**config.mk**
```make
export PLATFORM = sky130hd
export DESIGN_NAME = i2c_cmd_seq
export DESIGN_NICKNAME = d
export VERILOG_FILES = /design/src/rtl/i2c_cmd_seq.sv
export SDC_FILE = /design/constraint.sdc
export NUM_CORES = 1
export LEC_CHECK = 0
export ABC_CLOCK_PERIOD_IN_PS = 5000
export BUFFER_PORTS_ARGS = -buffer_cell sky130_fd_sc_hd__buf_4
export CAP_MARGIN = 20
export CORE_UTILIZATION = 56
export CTS_CLUSTER_SIZE = 16
export DETAILED_ROUTE_END_ITERATION = 10
export GPL_ROUTABILITY_DRIVEN = 0
export PLACE_DENSITY = 0.83
export SETUP_SLACK_MARGIN = 0.3
export SLEW_MARGIN = 10
export SYNTH_ARGS = -nofsm -noshare
export SYNTH_HDL_FRONTEND = slang
export SYNTH_SLANG_ARGS = --single-unit
```
**constraint.sdc**
```tcl
create_clock -name CLK40 -period 5 [get_ports CLK40]
set_input_delay 0.75 -clock CLK40 [delete_from_list [all_inputs] [get_ports CLK40]]
set_output_delay 0.75 -clock CLK40 [all_outputs]
set_load 0.02 [all_outputs]
```
**src/rtl/i2c_cmd_seq.sv**
```systemverilog
// i2c_cmd_seq
//   Command sequencer in front of the 1 MHz I2C master, CLK40 domain.
//   Accepts one transaction descriptor and its write payload from the host.
//   It then loads the master (byte count, address, payload) and raises EXECUTE.
//   It waits for the master's READY handshake and reports DONE/NACK/TIMEOUT/ERR.
//
//   Optional build macro: I2C_RBK_CHECK_EN
//     When defined, a read whose readback byte count differs from NBYTES
//     pulses ERR together with DONE.
//
// Ports
//   CLK40, RST_N                 clock, asynchronous active-low reset
//   CMD_VALID/CMD_READY          descriptor handshake (CMD_RD, CMD_NBYTES, CMD_ADDR)
//   DIN_VALID/DIN_READY/DIN      write payload handshake
//   I2C_READY, I2C_S_NACK        master status, 1 MHz domain (synchronised here)
//   I2C_RBK_WE                   master readback strobe, CLK40-timed
//   DEV_SEL, LOAD_N_BYTE, LOAD_ADDR, WRT_ENA, WRT_ADDR, WRT_DATA, EXECUTE
//                                master control strobes and data bus
//   DONE, NACK, TIMEOUT, ERR, RBK_CNT, BUSY
//                                status to the host
module i2c_cmd_seq #(
  parameter int TO_CYCLES = 2000000,
  parameter int START_TO  = 400
) (
  input  logic       CLK40,
  input  logic       RST_N,
  input  logic       CMD_VALID,
  output logic       CMD_READY,
  input  logic       CMD_RD,
  input  logic [3:0] CMD_NBYTES,
  input  logic [7:0] CMD_ADDR,
  input  logic       DIN_VALID,
  output logic       DIN_READY,
  input  logic [7:0] DIN,
  input  logic       I2C_READY,
  input  logic       I2C_RBK_WE,
  input  logic       I2C_S_NACK,
  output logic       DEV_SEL,
  output logic       LOAD_N_BYTE,
  output logic       LOAD_ADDR,
  output logic       WRT_ENA,
  output logic [3:0] WRT_ADDR,
  output logic [7:0] WRT_DATA,
  output logic       EXECUTE,
  output logic       DONE,
  output logic       NACK,
  output logic       TIMEOUT,
  output logic       ERR,
  output logic [3:0] RBK_CNT,
  output logic       BUSY
);

  localparam int TMR_W = $clog2(TO_CYCLES + 1);
  localparam logic [TMR_W-1:0] TO_LAST    = TMR_W'(TO_CYCLES - 1);
  localparam logic [TMR_W-1:0] START_LAST = TMR_W'(START_TO - 1);

  typedef enum logic [2:0] {
    S_IDLE, S_LD_NB, S_LD_ADR, S_LD_DATA, S_EXEC, S_WAIT_DONE, S_FINISH
  } state_t;

  state_t state_q, state_d;

  function automatic logic [3:0] sat_inc4(input logic [3:0] v);
    return (v == 4'hF) ? v : v + 4'd1;
  endfunction

  // ---- 1 MHz domain status synchronisers
  logic [1:0] rdy_sync, nack_sync;
  logic       rdy_s, nack_s;

  always_ff @(posedge CLK40 or negedge RST_N) begin
    if (!RST_N) begin
      rdy_sync  <= 2'b00;
      nack_sync <= 2'b00;
    end else begin
      rdy_sync  <= {rdy_sync[0], I2C_READY};
      nack_sync <= {nack_sync[0], I2C_S_NACK};
    end
  end

  assign rdy_s  = rdy_sync[1];
  assign nack_s = nack_sync[1];

  // ---- descriptor latch (data only, no reset)
  logic       cmd_acc;
  logic [3:0] nbytes_q;
  logic       rd_q;
  logic [7:0] addr_q;

  always_ff @(posedge CLK40) begin
    if (cmd_acc) begin
      nbytes_q <= CMD_NBYTES;
      rd_q     <= CMD_RD;
      addr_q   <= CMD_ADDR;
    end
  end

  // ---- next-state and next-output logic
  logic [TMR_W-1:0] timer_q;
  logic [3:0]       idx_q, idx_d;
  logic             wrt_ena_d, err_d, nack_d, timeout_d;
  logic [3:0]       wrt_addr_d, rbk_d;
  logic [7:0]       wrt_data_d;

  always_comb begin
    state_d    = state_q;
    cmd_acc    = 1'b0;
    idx_d      = idx_q;
    wrt_ena_d  = 1'b0;
    wrt_addr_d = WRT_ADDR;
    wrt_data_d = WRT_DATA;
    err_d      = 1'b0;
    nack_d     = NACK;
    timeout_d  = TIMEOUT;
    rbk_d      = RBK_CNT;
    case (state_q)
      S_IDLE: begin
        if (CMD_VALID) begin
          if (CMD_NBYTES == 4'd0) begin
            err_d = 1'b1;
          end else begin
            cmd_acc    = 1'b1;
            nack_d     = 1'b0;
            timeout_d  = 1'b0;
            rbk_d      = 4'd0;
            wrt_data_d = {CMD_NBYTES, CMD_RD, 3'b000};
            state_d    = S_LD_NB;
          end
        end
      end
      S_LD_NB: begin
        wrt_data_d = addr_q;
        state_d    = S_LD_ADR;
      end
      S_LD_ADR: begin
        idx_d   = 4'd0;
        state_d = rd_q ? S_EXEC : S_LD_DATA;
      end
      S_LD_DATA: begin
        // DIN_READY is held high for the whole phase, so DIN_VALID alone
        // completes the handshake.
        if (DIN_VALID) begin
          wrt_ena_d  = 1'b1;
          wrt_addr_d = idx_q;
          wrt_data_d = DIN;
          idx_d      = idx_q + 4'd1;
          if (idx_q == nbytes_q - 4'd1)
            state_d = S_EXEC;
        end
      end
      S_EXEC: begin
        if (!rdy_s) begin
          state_d = S_WAIT_DONE;
        end else if (timer_q == START_LAST) begin
          timeout_d = 1'b1;
          state_d   = S_FINISH;
        end
      end
      S_WAIT_DONE: begin
        if (I2C_RBK_WE)
          rbk_d = sat_inc4(RBK_CNT);
        if (rdy_s) begin
          nack_d  = nack_s;
          state_d = S_FINISH;
        end else if (timer_q == TO_LAST) begin
          timeout_d = 1'b1;
          state_d   = S_FINISH;
        end
      end
      S_FINISH: begin
        state_d = S_IDLE;
      end
      default: begin
        state_d = S_IDLE;
      end
    endcase
`ifdef I2C_RBK_CHECK_EN
    if (state_d == S_FINISH && state_q != S_FINISH && rd_q && rbk_d != nbytes_q)
      err_d = 1'b1;
`endif
  end

  // ---- state register and wait-phase timer
  always_ff @(posedge CLK40 or negedge RST_N) begin
    if (!RST_N) begin
      state_q <= S_IDLE;
      timer_q <= '0;
      idx_q   <= 4'd0;
    end else begin
      state_q <= state_d;
      idx_q   <= idx_d;
      if (state_d != state_q || !(state_q == S_EXEC || state_q == S_WAIT_DONE))
        timer_q <= '0;
      else
        timer_q <= timer_q + TMR_W'(1);
    end
  end

  // ---- registered outputs, asserted in the cycle the state is entered
  always_ff @(posedge CLK40 or negedge RST_N) begin
    if (!RST_N) begin
      CMD_READY   <= 1'b1;
      DIN_READY   <= 1'b0;
      DEV_SEL     <= 1'b0;
      LOAD_N_BYTE <= 1'b0;
      LOAD_ADDR   <= 1'b0;
      WRT_ENA     <= 1'b0;
      WRT_ADDR    <= 4'd0;
      WRT_DATA    <= 8'd0;
      EXECUTE     <= 1'b0;
      DONE        <= 1'b0;
      NACK        <= 1'b0;
      TIMEOUT     <= 1'b0;
      ERR         <= 1'b0;
      RBK_CNT     <= 4'd0;
      BUSY        <= 1'b0;
    end else begin
      CMD_READY   <= (state_d == S_IDLE);
      DIN_READY   <= (state_d == S_LD_DATA);
      // Select stays up from the first load until the master finishes.
      DEV_SEL     <= (state_d inside {S_LD_NB, S_LD_ADR, S_LD_DATA, S_EXEC, S_WAIT_DONE});
      LOAD_N_BYTE <= (state_d == S_LD_NB);
      LOAD_ADDR   <= (state_d == S_LD_ADR);
      WRT_ENA     <= wrt_ena_d;
      WRT_ADDR    <= wrt_addr_d;
      WRT_DATA    <= wrt_data_d;
      // Level, not pulse: the 1 MHz master must be able to sample it.
      EXECUTE     <= (state_d == S_EXEC);
      DONE        <= (state_d == S_FINISH);
      NACK        <= nack_d;
      TIMEOUT     <= timeout_d;
      ERR         <= err_d;
      RBK_CNT     <= rbk_d;
      BUSY        <= (state_d != S_IDLE);
    end
  end

endmodule

```
==> results of run 1 <==
==> state kept, by name (all words and copies together), names as in the netlist, 2 cells and up <==
register and cells:
timer_q 21, nbytes_q 4, WRT_DATA 8, addr_q 8, nack_sync 2, rdy_sync 2
state_q 3, idx_q 4, WRT_ADDR 4, RBK_CNT 4
==> power breakdown <==
part	switching [mW]	internal, mW
logic	0.345	0.275
clock network	0.213	0.260
registers	0.112	0.739
total	0.670	1.27
==> cells by family (layout without fill, tap and decap cells) <==
| logic type | after synthesis | after routing | synth area share (%) |
|---|---|---|---|
| simple gates | 119 | 119 | 20.8 |
| flops | 73 | 73 | 56.2 |
| compound gates | 30 | 30 | 6.13 |
| mux | 18 | 18 | 5.80 |
| buf+inv | 20 | 83 | 2.79 |
| fa+ha+maj | 4 | 4 | 1.49 |
| xor+xnor | 26 | 26 | 6.76 |
==> worst max-delay path by stage <==
stage / to / slack, ns / cells after the start
final: WRT_DATA[4]$_DFFE_PN0P_ / 2.73 / 6
after floorplan: WRT_DATA[0]$_DFFE_PN0P_ / 2.76 / 6
after global routing: timer_q[20]$_DFF_PN0_ / 2.69 / 7
after global placement: WRT_DATA[5]$_DFFE_PN0P_ / 2.45 / 6
after detailed placement: WRT_DATA[5]$_DFFE_PN0P_ / 2.38 / 6
after CTS: WRT_DATA[5]$_DFFE_PN0P_ / 2.76 / 6
==> routing by layer <==
layer / global-route usage [%] / vias up
li1: - / 1124
met1: 30.1 / 1126
met2: 34.1 / 53
met3: 5.71 / 9
met4: 11.3 / 0
met5: 0 / -
==> layout by cell type, fill, tap and decap left out, types with 2 or more instances in the layout <==
| master | netlist | layout |
|---|---|---|
| a21oi_1 | 3 | 3 |
| a22o_1 | 2 | 2 |
| a32o_1 | 4 | 4 |
| and2b_2 | 2 | 2 |
| and4_1 | 3 | 3 |
| buf_4 | 1 | 56 |
| clkbuf_1 | 5 | 2 |
| clkbuf_8 | 0 | 9 |
| clkinvlp_4 | 0 | 2 |
| dfrtp_1 | 59 | 59 |
| edfxtp_1 | 13 | 13 |
| ha_1 | 4 | 4 |
| inv_1 | 11 | 11 |
| mux2_1 | 2 | 2 |
| mux2_2 | 10 | 10 |
| mux2i_1 | 6 | 6 |
| nand2_1 | 29 | 29 |
| nand2b_1 | 4 | 4 |
| nand3_1 | 12 | 12 |
| nand3_2 | 2 | 2 |
| nand4_1 | 6 | 6 |
| nor2_1 | 15 | 15 |
| nor2_2 | 21 | 21 |
| nor3_1 | 6 | 6 |
| nor4_4 | 2 | 2 |
| o21ai_0 | 14 | 14 |
| or3_1 | 2 | 2 |
| or4_4 | 2 | 2 |
| xnor2_1 | 13 | 13 |
| xor2_1 | 13 | 13 |
==> final cells by class <==
cell class | instances | area, um2 | area share, %
Multi-Input combinational cell | 197 | 1380 | 34.2
Inverter | 11 | 41.3 | 1.02
Timing Repair Buffer | 56 | 420 | 10.4
Clock inverter | 4 | 50.0 | 1.24
Sequential cell | 73 | 1890 | 47.0
Tap cell | 72 | 90.1 | 2.23
Clock buffer | 12 | 156 | 3.88
==> through the flow <==
step           worst slack (ns)  instances  hold WS, ns  cell area [um2]  power [mW]
6_report                   2.73        425        0.352             4030        1.94
5_1_grt                    2.69        425        0.375             4030        2.04
4_1_cts                    2.76        425        0.355             4030        1.96
3_5_place_dp               2.38        409        0.339             3820        1.48
3_3_place_gp               2.45        409        0.333             3820        1.45
2_1_floorplan              2.76        290        0.331             3370        1.26
==> impl_metrics.py, run 1 <==
metrics = {
    "detailed_routing": {
        "drt-pass1-iter-count": 4,
        "wl_met3_um": 272,
        "met2WireLength_um": 3190,
        "drt_iter0_drc": 121,
        "dr.max_layer_used": "met4",
        "ant_nets": 0,
        "wl_per_cell_um": 15.4,
        "vias": 2312,
        "viasPerCell": 5.44,
        "wl_um": 6540,
        "drc": 0,
        "wl_met1_um": 2970,
    },
    "finish": {
        "n_fill_cell": 421,
        "fin_nets": 380,
        "area_delta_synth_final_pct": 19.7,
        "diodes": 0,
        "utilization_pct": 71.5,
        "final_layout_size_suffix_gt1_share_pct": 33.7,
    },
    "pwr": {
        "p_per_area_mw_per_mm2": 482,
        "vdd_drop_max_mv": 0.332,
        "leakage_nw": 1.75,
    },
    "synthesis": {
        "ys.flop_type": "dfrtp_1",
        "seq_area_frac_synth_pct": 56.2,
        "ys_ff_latch": 73,
        "ys_types": 51,
        "yosysTopAreaCell": "dfrtp_1",
        "synth.top_cell.area_share_pct": 43.8,
        "synthesis.area_mm2": 0.00337,
        "syn_avg_cell_area_um2": 11.6,
        "netlist_top_cells_count": "59 x dfrtp_1, 29 x nand2_1, 21 x nor2_2, 15 x nor2_1, 14 x o21ai_0",
        "synth_top_cells_by_area": "dfrtp_1 44%, edfxtp_1 12%, nor2_2 3.9%",
        "synth_edf_count": 13,
        "async_flop_share_pct": 82.2,
        "synthMostInstantiatedCell": "dfrtp_1",
        "synth_nets": 322,
        "synthCells": 290,
        "yosysWarnings": 0,
    },
    "worst_setup_path": {
        "r2r_setup_slack_ns": 2.91,
        "rr_worst_depth": 7,
        "reg2reg_from": "timer_q[0]$_DFF_PN0_",
        "crit_slowest_cell": "or4_1",
        "crit_type": "in -> reg",
        "start_kind": "input port",
        "max_stage_delay_ns": 0.59,
        "cp-startpoint": "CMD_NBYTES[2]",
        "crit_arrival_ns": 2.50,
        "path_cells": "buf_4 -> or4_1 -> a21oi_1 -> o21ai_0 -> nand2b_1 -> mux2_2",
        "worstPathRequired_ns": 5.23,
        "end_kind": "register",
        "critPathTopFamily": "simple AND/OR/NAND/NOR gates",
        "critPathMaxFanout": 8,
        "rr_endpoint": "timer_q[20]$_DFF_PN0_",
        "critPathBufInv": 1,
    },
    "timing": {
        "rsz0062_at_grt": "false",
        "min_period_ns": 2.27,
        "hold_viol": 0,
        "tightest_slew_ns": 0.725,
        "timing.final.max_slew_violations": 0,
        "setup_tns_ns": 0,
        "setup_viol_count_final": 0,
        "skew_ns": 0.00827,
        "fin_crit_sh_pct": 45.4,
        "maxSlewHeadroom_pct": 51.6,
        "fmax_mhz": 441,
    },
    "clocking": {
        "cts.sinks": 73,
        "post_cts_buffers": 0,
        "hold_buffers": 0,
        "cts-resized-gates": 0,
        "clock_latency_ns": 0.35,
        "htreeDepth": 3,
        "cts.path.max_buffers": 2,
        "clkTransAtPathRegs_ns": 0.07,
        "cts_made_buffers": 9,
        "cts_tree": "done",
        "root_buffer": "clkbuf_8",
    },
    "floorplan": {
        "rows": 27,
        "ioPinCount": 56,
        "die_area_mm2": 0.00633,
        "die_h_um": 79.5,
        "dieWidth_um": 79.5,
        "start_util_pct": 59.7,
        "coreArea_mm2": 0.00564,
    },
    "flow_run": {
        "drv_cap": 0,
    },
    "worst_hold_path": {
        "hp-start": "rdy_sync[0]$_DFF_PN0_",
        "whs_endpoint": "rdy_sync[1]$_DFF_PN0_",
        "min_path_cells": 0,
        "hold_class": "reg -> reg",
    },
    "global_route": {
        "first_global_vias": 2229,
        "antenna_found_initial": 0,
        "grt_pass1_wl_um": 10500,
        "globalRoute.totalOverflow": 0,
        "grtUsageTotal_pct": 22.6,
        "grt_max_degree": 61,
    },
    "place": {
        "io_buffer_count": 55,
        "hpwl_um": 4670,
    },
    "run_status": {
        "status": "finished, final reports clean",
    },
}
No activity file was read; power rests on OpenSTA's default activity.
==> run 2, diff against run 1 <==
Settings changed: ABC_CLOCK_PERIOD_IN_PS 5000 to 2000, CORE_UTILIZATION 56 to 50, PLACE_DENSITY 0.83 to 0.79.
Clock period 5 ns to 2 ns, I/O delays scaled along.
==> run 2 against run 1 <==
Wire length grew 6.9%. Combinational power grew to 2.9 times the previous value. Count of clock-buffer cells in the layout shrank 1. Largest power group unchanged. Via count grew 7.2%. The flow now finishes with violations (design-rule violations). Setup slack lost 2.6 ns.
==> impl_metrics.py, run 2 (same netlist as run 1, synthesis figures left out) <==
metrics = {
    "run_status": {
        "status": "finished with violations",
        "violations": "design-rule violations",
    },
    "worst_setup_path": {
        "end_kind": "register",
        "r2r_setup_slack_ns": 0.11,
        "rr_worst_depth": 7,
        "start_kind": "register",
        "rr_endpoint": "timer_q[0]$_DFF_PN0_",
        "crit_type": "reg -> reg",
        "critPathMaxFanout": 5,
        "crit_arrival_ns": 2.12,
        "worstPathRequired_ns": 2.23,
        "reg2reg_from": "timer_q[9]$_DFF_PN0_",
        "cp-startpoint": "timer_q[9]$_DFF_PN0_",
    },
    "clocking": {
        "cts.path.max_buffers": 2,
        "clkTransAtPathRegs_ns": 0.07,
        "cts_tree": "done",
        "clock_latency_ns": 0.34,
        "cts_made_buffers": 9,
        "root_buffer": "clkbuf_8",
        "htreeDepth": 3,
        "cts.sinks": 73,
    },
    "pwr": {
        "swShare_pct": 34.1,
        "p_clk_share_pct": 22.5,
        "p_seq_share_pct": 41.7,
        "p_per_area_mw_per_mm2": 1150,
        "internal_power_mw": 3.32,
        "leakage_nw": 1.92,
        "switchingPower_mw": 1.72,
        "vdd_drop_max_mv": 0.601,
        "p_total_mw": 5.03,
        "p_comb_share_pct": 35.8,
    },
    "finish": {
        "fin_nets": 407,
        "diodes": 0,
        "largest_reg_flops": 21,
        "layout_commonest_cell": "buf_4",
        "utilization_pct": 67.9,
        "area_delta_synth_final_pct": 29.5,
        "reg_top3": "timer_q x21, WRT_DATA x8, addr_q x8",
        "final_layout_size_suffix_gt1_share_pct": 41.6,
        "final_cell_mix": "78 x buf_4, 55 x dfrtp_1, 29 x nand2_1",
        "top_register": "timer_q",
    },
    "worst_hold_path": {
        "hold_class": "in -> async",
    },
    "timing": {
        "min_period_ns": 1.89,
        "rsz0062_at_grt": "true",
        "tightest_slew_ns": 0.730,
        "timing.final.max_slew_violations": 0,
        "fmax_mhz": 530,
        "skew_ns": 0.00729,
        "hold_viol": 0,
        "setup_viol_count_final": 0,
        "maxSlewHeadroom_pct": 51.3,
        "fin_crit_sh_pct": 94.4,
    },
    "floorplan": {
        "start_util_pct": 52.4,
        "dieWidth_um": 84.1,
        "rows": 29,
        "ioPinCount": 56,
        "die_h_um": 84.1,
        "coreArea_mm2": 0.00642,
        "die_area_mm2": 0.00707,
    },
    "detailed_routing": {
        "viasPerCell": 5.42,
        "wl_um": 6990,
        "vias": 2478,
        "drt_iter0_drc": 152,
        "ant_nets": 0,
        "wl_per_cell_um": 15.3,
        "drc": 3,
        "drt-pass1-iter-count": 8,
    },
    "place": {
        "io_buffer_count": 55,
        "hpwl_um": 4720,
    },
    "global_route": {
        "antenna_found_initial": 0,
        "first_global_vias": 2588,
        "globalRoute.totalOverflow": 0,
        "grt_pass1_wl_um": 11600,
        "grtUsageTotal_pct": 21.2,
        "grt_max_degree": 61,
    },
    "flow_run": {
        "drv_cap": 0,
    },
}
-- run 2: changes by cell type in the layout (fill, tap and decap cells not counted), moves of 3 or more --
cell     change
o21ai_0      -3
buf_4       +22
nor2_4       +3
o21ai_1      +3
dfrtp_2      +4
dfrtp_1      -4
-- run 2: timing repair --
action | in CTS | in global routing
setup buffers | 9 | 7
setup endpoints to repair | 26 | 42
gates cloned | 1 | 1
gates resized for setup | 4 | 14
hold buffers | 0 | 0
hold endpoints to repair | 0 | 0
pin swaps | 4 | 4
-- run 2: through the flow --
stage           TNS (ns)  hold WS, ns  setup slack (ns)  instances  instance area (um2)
2_1_floorplan          0      0.00441             0.199        290                 3410
3_3_place_gp           0        0.344            0.0357        423                 3950
3_5_place_dp   -0.000242        0.345         -0.000242        423                 3950
4_1_cts                0       0.0340             0.142        449                 4250
5_1_grt                0       0.0494            0.0482        457                 4360
6_report               0      0.00121             0.113        457                 4360
-- run 2: power groups by stage --
| stage | sequential (mW) | combinational [mW] | clock [mW] |
|---|---|---|---|
| finish | 2.10 | 1.80 | 1.13 |
| global route | 2.14 | 1.95 | 1.22 |
| CTS | 2.10 | 1.73 | 1.16 |
| detailed placement | 2.13 | 1.68 | 0 |
| global placement | 2.11 | 1.62 | 0 |
| floorplan | 2.28 | 0.871 | 0 |
-- run 2: worst max-delay path by stage --
stage,cells past startpoint,to,slack (ns)
finish,7,timer_q[0]$_DFF_PN0_,0.11
detailed placement,6,WRT_DATA[0]$_DFFE_PN0P_,-0.0002
floorplan,5,state_q[0]$_DFF_PN0_,0.20
global route,7,timer_q[0]$_DFF_PN0_,0.05
global placement,6,WRT_DATA[0]$_DFFE_PN0P_,0.04
CTS,5,state_q[0]$_DFF_PN0_,0.14
-- run 2: cell type report --
type	instances	area (um2)
fill	466	2060
clock buffer	11	141
multi-input combinational	197	1450
timing repair buffer	83	681
clock inverter	5	55.1
inverter	11	41.3
tap	77	96.3
sequential	73	1900
-- run 2: layer usage --
| layer | vias up | global-route usage [%] | part of all wire (%) | wire (um) |
|---|---|---|---|---|
| li1 | 1181 | - | - | - |
| met3 | 19 | 3.76 | 5.4 | 378 |
| met1 | 1199 | 27.1 | 43 | 3020 |
| met4 | 0 | 12.5 | 2.7 | 191 |
| met5 | - | 0 | 0 | 0 |
| met2 | 79 | 33.9 | 49 | 3400 |
-- run 2: critical path, stage by stage, from the launching register on --
cell       delay [ns]
dfrtp_1          0.39
or4_4            0.58
nor4_4           0.19
a21boi_2         0.10
o21ai_2          0.18
buf_6            0.15
clkbuf_16        0.15
nor2_2           0.03
==> run 3, diff against run 2 <==
Settings changed: ABC_CLOCK_PERIOD_IN_PS 2000 to 1700, SETUP_SLACK_MARGIN 0.3 to not set.
Clock period 2 ns to 1.7 ns, I/O delays scaled along.
==> run 3 against run 2 <==
The run ends with design-rule violations, negative setup slack left. Combinational power grew 31%. Critical endpoint is now state_q[0]$_DFF_PN0_. Highest routed layer unchanged. Clock power grew 19%. Count of clock-buffer cells in the layout is 2 lower. Total power grew 22%. Largest cell class unchanged. Die area stayed put. Non-clock buffer count is 23 higher. Sequential cell count stayed put. Critical path depth is 2 lower. Sequential share of layout area shrank 1.8 points.
==> impl_metrics.py, run 3 (same netlist as run 1, synthesis figures left out) <==
metrics = {
    "run_status": {
        "status": "finished with violations",
        "violations": "design-rule violations, negative setup slack",
    },
    "clocking": {
        "cts.path.max_buffers": 2,
        "clock_latency_ns": 0.34,
        "cts_made_buffers": 9,
        "htreeDepth": 3,
        "cts.sinks": 73,
        "cts_tree": "done",
        "root_buffer": "clkbuf_8",
        "clkTransAtPathRegs_ns": 0.08,
    },
    "global_route": {
        "grt_pass1_wl_um": 12400,
        "antenna_found_initial": 0,
        "globalRoute.totalOverflow": 0,
        "grtUsageTotal_pct": 22.6,
        "grt_max_degree": 61,
        "first_global_vias": 2663,
    },
    "detailed_routing": {
        "viasPerCell": 5.37,
        "ant_nets": 0,
        "drt-pass1-iter-count": 8,
        "drt_iter0_drc": 137,
        "vias": 2579,
        "drc": 3,
        "wl_per_cell_um": 15.2,
        "wl_um": 7280,
    },
    "pwr": {
        "leakage_nw": 2.03,
        "p_per_area_mw_per_mm2": 1350,
        "p_clk_share_pct": 21.9,
        "swShare_pct": 35.1,
        "vdd_drop_max_mv": 0.853,
        "switchingPower_mw": 2.16,
        "p_total_mw": 6.15,
        "internal_power_mw": 3.99,
        "p_seq_share_pct": 39.7,
        "p_comb_share_pct": 38.4,
    },
    "finish": {
        "layout_commonest_cell": "buf_4",
        "design_area_mm2": 0.00454,
        "stdcell_count": 480,
        "top_register": "timer_q",
        "diodes": 0,
        "final_layout_size_suffix_gt1_share_pct": 45.9,
        "area_delta_synth_final_pct": 34.9,
        "largest_reg_flops": 21,
        "final_cell_mix": "102 x buf_4, 58 x dfrtp_1, 29 x nand2_1",
        "reg_top3": "timer_q x21, WRT_DATA x8, addr_q x8",
        "fin_nets": 430,
        "utilization_pct": 70.7,
    },
    "timing": {
        "maxSlewHeadroom_pct": 61.0,
        "min_period_ns": 1.84,
        "fmax_mhz": 543,
        "setup_viol_count_final": 25,
        "setup_ws_ns": -0.141,
        "tightest_slew_ns": 0.586,
        "timing.final.max_slew_violations": 0,
        "rsz0062_at_grt": "true",
        "skew_ns": 0.00753,
        "hold_viol": 0,
        "fin_crit_sh_pct": 108,
    },
    "floorplan": {
        "dieWidth_um": 84.1,
        "die_area_mm2": 0.00707,
        "coreArea_mm2": 0.00642,
        "rows": 29,
        "start_util_pct": 52.4,
        "ioPinCount": 56,
        "die_h_um": 84.1,
    },
    "worst_setup_path": {
        "crit_arrival_ns": 2.06,
        "path_cells": "or4_4 -> nor2_4 -> nand3_2 -> o21a_1 -> or3_1",
        "crit_slowest_cell": "or4_4",
        "crit_type": "reg -> reg",
        "start_kind": "register",
        "max_stage_delay_ns": 0.58,
        "critPathTopFamily": "simple AND/OR/NAND/NOR gates",
        "critPathMaxFanout": 2,
        "end_kind": "register",
        "critPathBufInv": 0,
        "worstPathRequired_ns": 1.92,
    },
    "place": {
        "dpl_cell_area_mm2": 0.00421,
        "place_ws_ns": -0.180,
        "hpwl_um": 4920,
        "io_buffer_count": 55,
        "placed_cells": 457,
    },
    "flow_run": {
        "drv_cap": 0,
    },
    "worst_hold_path": {
        "hold_class": "in -> reg",
    },
}
==> run 3: path summary, 6_finish.rpt <==
kind,startpoint,end,slack [ns],depth (start not counted)
max,timer_q[11]$_DFF_PN0_,state_q[0]$_DFF_PN0_,-0.14,5
min,I2C_READY,rdy_sync[0]$_DFF_PN0_,0.01,1
min in group asynchronous,RST_N,timer_q[13]$_DFF_PN0_,0.42,3
max in group asynchronous,RST_N,CMD_READY$_DFF_PN1_,0.95,3
min reg2reg,nack_sync[0]$_DFF_PN0_,nack_sync[1]$_DFF_PN0_,0.35,0
max reg2reg,timer_q[11]$_DFF_PN0_,state_q[0]$_DFF_PN0_,-0.14,5
==> run 3: final cells by class <==
class	instances	area [um2]
Clock buffer	9	124
Clock inverter	7	70.1
Fill cell	456	1880
Inverter	11	41.3
Multi-Input combinational cell	197	1490
Sequential cell	73	1890
Tap cell	77	96.3
Timing Repair Buffer	106	827
==> run 3: power groups by stage <==
stage	Clock [mW]	Combinational, mW	Sequential, mW
after floorplan	0	1.01	2.69
after global placement	0	2.10	2.44
after detailed placement	0	2.17	2.45
after CTS	1.36	2.22	2.43
after global routing	1.43	2.56	2.48
final	1.35	2.36	2.44
==> run 3: through the flow <==
stage	hold slack [ns]	setup TNS, ns
CTS	0.00537	-2.77
finish	0.0102	-2.63
floorplan	-0.0406	-0.895
global route	0.000765	-5.14
global placement	0.265	-2.52
detailed placement	0.271	-4.10
==> run 3: metal layers <==
layer,track usage (%),share of wire [%]
met5,0,0
met4,10.5,1.8
met3,3.86,3.8
met2,36.7,49
met1,29.6,45
==> run 3: timing repair <==
item | in CTS | in global routing
setup endpoints to repair | 29 | 43
setup buffers | 0 | 6
hold buffers | 1 | 0
hold endpoints to repair | 59 | 0
pin swaps | 5 | 3
resized for setup | 5 | 12
